===== src/rtl/mult_sequencer_if.sv =====
// rtl/mult_sequencer_if.sv - handshake, data and adder-stage signals of the shift-add multiplier sequencer
interface mult_sequencer_if #(
  parameter int WIDTH = 8
);
  logic             run;
  logic             load_b;
  logic [WIDTH-1:0] din;
  logic [WIDTH-1:0] comp_out;
  logic             comp_out_x;
  logic [WIDTH-1:0] comp_a;
  logic [WIDTH-1:0] comp_s;
  logic             comp_sub;
  logic             comp_cin;
  logic [WIDTH-1:0] aval;
  logic [WIDTH-1:0] bval;
  logic             xval;
  logic             done;

  modport master (
    output run, load_b, din, comp_out, comp_out_x,
    input  comp_a, comp_s, comp_sub, comp_cin, aval, bval, xval, done
  );

  modport slave (
    input  run, load_b, din, comp_out, comp_out_x,
    output comp_a, comp_s, comp_sub, comp_cin, aval, bval, xval, done
  );
endinterface


===== src/rtl/mult_sequencer.sv =====
// rtl/mult_sequencer.sv - X/A/B register stage and sequencer for the signed shift-add multiplier
// Define MULT_LATCH_S_EN to latch the multiplicand in CLR; otherwise comp_s follows din live.
module mult_sequencer #(
  parameter int WIDTH = 8
) (
  input  logic             clk,
  input  logic             rst,
  mult_sequencer_if.slave  bus
);
  localparam int CW = (WIDTH > 1) ? $clog2(WIDTH) : 1;
  localparam logic [CW-1:0] LAST = CW'(WIDTH - 1);

  typedef enum logic [2:0] {IDLE, CLR, ADD, SHIFT, HOLD} state_t;

  state_t           state;
  logic [CW-1:0]    cnt;
  logic [WIDTH-1:0] a_reg;
  logic [WIDTH-1:0] b_reg;
  logic             x_reg;
  logic             done_reg;

`ifdef MULT_LATCH_S_EN
  logic [WIDTH-1:0] s_reg;
  assign bus.comp_s = s_reg;
`else
  assign bus.comp_s = bus.din;
`endif

  assign bus.comp_a   = a_reg;
  // The final iteration weights the sign bit of B negatively, hence subtract.
  assign bus.comp_sub = (state == ADD) && (cnt == LAST);
  assign bus.comp_cin = 1'b0;
  assign bus.aval     = a_reg;
  assign bus.bval     = b_reg;
  assign bus.xval     = x_reg;
  assign bus.done     = done_reg;

  always_ff @(posedge clk or posedge rst) begin
    if (rst) begin
      state    <= IDLE;
      cnt      <= '0;
      a_reg    <= '0;
      b_reg    <= '0;
      x_reg    <= 1'b0;
      done_reg <= 1'b0;
`ifdef MULT_LATCH_S_EN
      s_reg    <= '0;
`endif
    end else begin
      case (state)
        IDLE: begin
          if (bus.load_b) begin
            b_reg <= bus.din;
            a_reg <= '0;
            x_reg <= 1'b0;
          end else if (bus.run) begin
            state <= CLR;
          end
        end
        CLR: begin
          a_reg <= '0;
          x_reg <= 1'b0;
          cnt   <= '0;
`ifdef MULT_LATCH_S_EN
          s_reg <= bus.din;
`endif
          state <= ADD;
        end
        ADD: begin
          if (b_reg[0]) begin
            x_reg <= bus.comp_out_x;
            a_reg <= bus.comp_out;
          end
          state <= SHIFT;
        end
        SHIFT: begin
          a_reg <= {x_reg, a_reg[WIDTH-1:1]};
          b_reg <= {a_reg[0], b_reg[WIDTH-1:1]};
          if (cnt == LAST) begin
            state    <= HOLD;
            done_reg <= 1'b1;
          end else begin
            cnt   <= cnt + 1'b1;
            state <= ADD;
          end
        end
        HOLD: begin
          // Run held high stays here so a long Run level cannot retrigger.
          if (!bus.run) begin
            state    <= IDLE;
            done_reg <= 1'b0;
          end
        end
        default: state <= IDLE;
      endcase
    end
  end
endmodule


===== src/flat_wrapper.sv =====
// flat-port wrapper written by rule: the top's interface ports become plain ports
module mult_sequencer_flat 
#(
  parameter int WIDTH = 8
)
  (clk, rst, bus_run, bus_load_b, bus_din, bus_comp_out, bus_comp_out_x, bus_comp_a, bus_comp_s, bus_comp_sub, bus_comp_cin, bus_aval, bus_bval, bus_xval, bus_done);
  mult_sequencer_if #(.WIDTH(WIDTH)) bus_i ();
  input  logic clk;
  input  logic rst;
  input wire logic [$bits(bus_i.run)-1:0] bus_run;
  input wire logic [$bits(bus_i.load_b)-1:0] bus_load_b;
  input wire logic [$bits(bus_i.din)-1:0] bus_din;
  input wire logic [$bits(bus_i.comp_out)-1:0] bus_comp_out;
  input wire logic [$bits(bus_i.comp_out_x)-1:0] bus_comp_out_x;
  output wire logic [$bits(bus_i.comp_a)-1:0] bus_comp_a;
  output wire logic [$bits(bus_i.comp_s)-1:0] bus_comp_s;
  output wire logic [$bits(bus_i.comp_sub)-1:0] bus_comp_sub;
  output wire logic [$bits(bus_i.comp_cin)-1:0] bus_comp_cin;
  output wire logic [$bits(bus_i.aval)-1:0] bus_aval;
  output wire logic [$bits(bus_i.bval)-1:0] bus_bval;
  output wire logic [$bits(bus_i.xval)-1:0] bus_xval;
  output wire logic [$bits(bus_i.done)-1:0] bus_done;
  assign bus_i.run = bus_run;
  assign bus_i.load_b = bus_load_b;
  assign bus_i.din = bus_din;
  assign bus_i.comp_out = bus_comp_out;
  assign bus_i.comp_out_x = bus_comp_out_x;
  assign bus_comp_a = bus_i.comp_a;
  assign bus_comp_s = bus_i.comp_s;
  assign bus_comp_sub = bus_i.comp_sub;
  assign bus_comp_cin = bus_i.comp_cin;
  assign bus_aval = bus_i.aval;
  assign bus_bval = bus_i.bval;
  assign bus_xval = bus_i.xval;
  assign bus_done = bus_i.done;
  mult_sequencer #(.WIDTH(WIDTH)) u_core (.clk(clk), .rst(rst), .bus(bus_i));
endmodule

===== config.mk =====
export PLATFORM = sky130hd
export DESIGN_NAME = mult_sequencer_flat
export DESIGN_NICKNAME = d
export VERILOG_FILES = /design/src/rtl/mult_sequencer_if.sv /design/src/rtl/mult_sequencer.sv /design/src/flat_wrapper.sv
export SDC_FILE = /design/constraint.sdc
export NUM_CORES = 1
export LEC_CHECK = 0
export ABC_AREA = 1
export CAP_MARGIN = 20
export CORE_ASPECT_RATIO = 1.4
export CORE_UTILIZATION = 40
export DETAILED_ROUTE_END_ITERATION = 16
export PLACE_DENSITY = 0.87
export RECOVER_POWER = 50
export REMOVE_ABC_BUFFERS = 1
export SLEW_MARGIN = 40
export SYNTH_ARGS = -nofsm -noshare
export SYNTH_HDL_FRONTEND = slang
export SYNTH_SLANG_ARGS = --single-unit

===== constraint.sdc =====
create_clock -name clk -period 3.3 [get_ports clk]
set_clock_uncertainty 0.05 [all_clocks]
set_input_delay 0.66 -clock clk [delete_from_list [all_inputs] [get_ports clk]]
set_output_delay 0.66 -clock clk [all_outputs]
set_load 0.03 [all_outputs]

==> flow_summary.ini <==
[logic_synthesis]
ys_types = 22
synth_compound_area_share_pct = 8.93
yosys.area.top_type_share_pct = 42.4
synth-simple-area-share_pct = 29.8
synth-async-reset-ratio_pct = 100
synth_top_family_by_area = simple AND/OR/NAND/NOR gates
synth_common_cells = nand2_1 (58), dfrtp_1 (24), nand3_1 (21)
synth_cells = 183
synth_flop_cell = dfrtp_1
yosysMostFrequentCell = nand2_1
ys_ff_latch = 24
ys_seq_area_share_pct = 42.4
synth_xor_area_share_pct = 0
avgSynthCellArea_um2 = 7.73
netlist_area_um2 = 1420
synth_top_area_cell = dfrtp_1
synthAdderAreaFrac_pct = 1.77
synth_area_leaders = dfrtp_1 (42%), nand2_1 (15%), buf_4 (11%)
muxShareOfSynthArea_pct = 0
synth-edff-count = 0
yosysWarnings = 0

[power_and_ir_drop]
vdd_drop_max_mv = 0.572
cellPowerDensity_nw_per_um2 = 952
fin_total_pwr_uw = 1780
leakagePower_uw = 0.000899

[sta]
setup-violations-final = 0
slew_headroom_pct = 39.9
tightest_slew_ns = 0.900
final_hold_viol_count = 0
final_max_slew_viol_count = 0
grt_setup_unrepaired = false
post-route-period-util_pct = 78.7
fin_setup_tns_ns = 0
fin_crit_ns = 2.60
max_freq_ghz = 0.385

[detailed_routing]
dr.pass1.iters = 4
vias = 1277
wirelength_mm = 3.00
drtAntennaViolNets = 0
wl_per_cell_um = 11.5
drt_iter0_markers = 38
drcViolationCount = 0
vias_per_cell = 4.91

[cts]
cts_setup_buffers = 0
clock-sinks = 24
root_buffer = clkbuf_8
cts_hold_buf = 0
path_clk_slew_ns = 0.09
cts_tree = built
clockBufferDepth = 2
insertion_delay_ns = 0.27
ctsHtreeMaxLevel = 1
numCtsBuffers = 3
ctsResizeCount = 0

[setup_path]
crit_family = buffers and inverters
timing_worst_setup_path_type = reg2out
rr_worst_depth = 4
required_ns = 2.59
start_kind = register
r2r_slack_ns = 0.96
crit_start = u_core.state[0]
worst_r2r_endpoint = u_core.bus.bval[4]
arrival_ns = 1.89
slowest_stage = clkdlybuf4s50_1
cp_cell_sequence = inv_2, nand3_1, nor2_1, clkdlybuf4s50_1
crit_path_max_fanout = 12
crit_path_end_kind = output pin
cp_num_buf_inv = 2
slowest_delay_ns = 0.69
timing.rr.start = u_core.state[1]

[floorplanning]
core-area_um2 = 3380
dieArea_um2 = 3780
rows = 25
pin_count = 57
initial_utilization_pct = 41.9
die_h_um = 72.4
die_x_um = 52.3

[grt]
antenna_found_initial = 0
grt_max_degree = 25
grt_pass1_vias = 1194
grt.overflow.total = 0
grt_first_pass_wirelength_mm = 4.89
grt_usage_pct = 17.2

[worst_hold_path]
worstHoldStart = u_core.cnt[0]
hold_depth = 1
min_to = u_core.cnt[0]
hold_path.class = reg2reg

[cells_and_area]
synthToLayoutAreaGrowth_pct = 32.2
post-route-util_pct = 55.4
drive_above_1_share_pct = 4.55
num-nets-final = 244
n_antenna_cell = 0
fill_cells = 311

[placed_design]
gp_congestion = 0.749
hpwlAfterDp_mm = 2.17
port_buffers = 55

[flow_run]
drv_cap = 0

[run_status]
status = finished clean
[worst max path at each step]
stage,end,slack (ns),cells after the start
after floorplan,bus_comp_sub,1.36,2
after global placement,bus_comp_s[0],0.78,2
after detailed placement,bus_comp_s[5],0.76,2
after CTS,bus_comp_sub,0.62,4
after global routing,bus_comp_sub,0.55,4
final,bus_comp_sub,0.70,4
[area by class of cell]
class	instances	area, um^2	share of cell area, %
clock buffer	4	55.1	2.94
inverter	18	67.6	3.61
multi-input combinational	118	543	29.0
sequential	24	601	32.1
tap	40	50.0	2.68
timing repair buffer	56	554	29.6
[metrics by stage]
step / instance area, um^2 / cells / hold slack [ns] / setup slack (ns)
floorplan: 1240 / 160 / 0.401 / 1.36
global route: 1870 / 260 / 0.468 / 0.555
global placement: 1850 / 256 / 0.417 / 0.777
finish: 1870 / 260 / 0.444 / 0.704
CTS: 1910 / 260 / 0.438 / 0.622
detailed placement: 1850 / 256 / 0.423 / 0.763
[power by group]
group	total, uW	leakage [uW]	switching (uW)	internal (uW)
combinational	1070	0.000564	688	386
clock	204	0.0000288	97.5	107
sequential	503	0.000306	89.0	414
[per-layer routing]
metal	vias up	global-route usage, %	routed length [um]
met1	574	19.8	1310
li1	643	-	-
met4	0	10.2	85
met3	7	1.89	179
met2	53	29.9	1430
met5	-	0	0
[placed cells by master (no fill, tap or decap)]
cell type / count
nand3_2: 2
dlygate4sd3_1: 1
clkbuf_1: 1
nand4_1: 1
clkdlybuf4s50_1: 54
dfrtp_1: 24
a21oi_1: 1
inv_1: 15
nand3_1: 22
o211ai_1: 1
inv_2: 3
clkbuf_8: 4
nor2_4: 1
ha_1: 2
o21ai_0: 9
conb_1: 1
o21ai_1: 13
nor2_1: 5
nand2_1: 60
[worst reg2reg max path: cells and delay by family (launching register included)]
family / cells / cell delay [ns]
AOI/OAI and AO/OA: 1 / 0.14
buffers and inverters: 1 / 0.50
DFF: 1 / 0.36
and+or+nand+nor: 2 / 1.15
[kinds of logic (layout without fill, tap and decap cells)]
kind of cell,count (synthesis),count (layout)
AND/OR/NAND/NOR,91,91
buffers and inverters,41,78
AO/OA/AOI/OAI,24,24
flip-flops,24,24
adder cells (fa/ha/maj),2,2
other,1,1
Note: power is estimated with default switching activity, not from simulation.
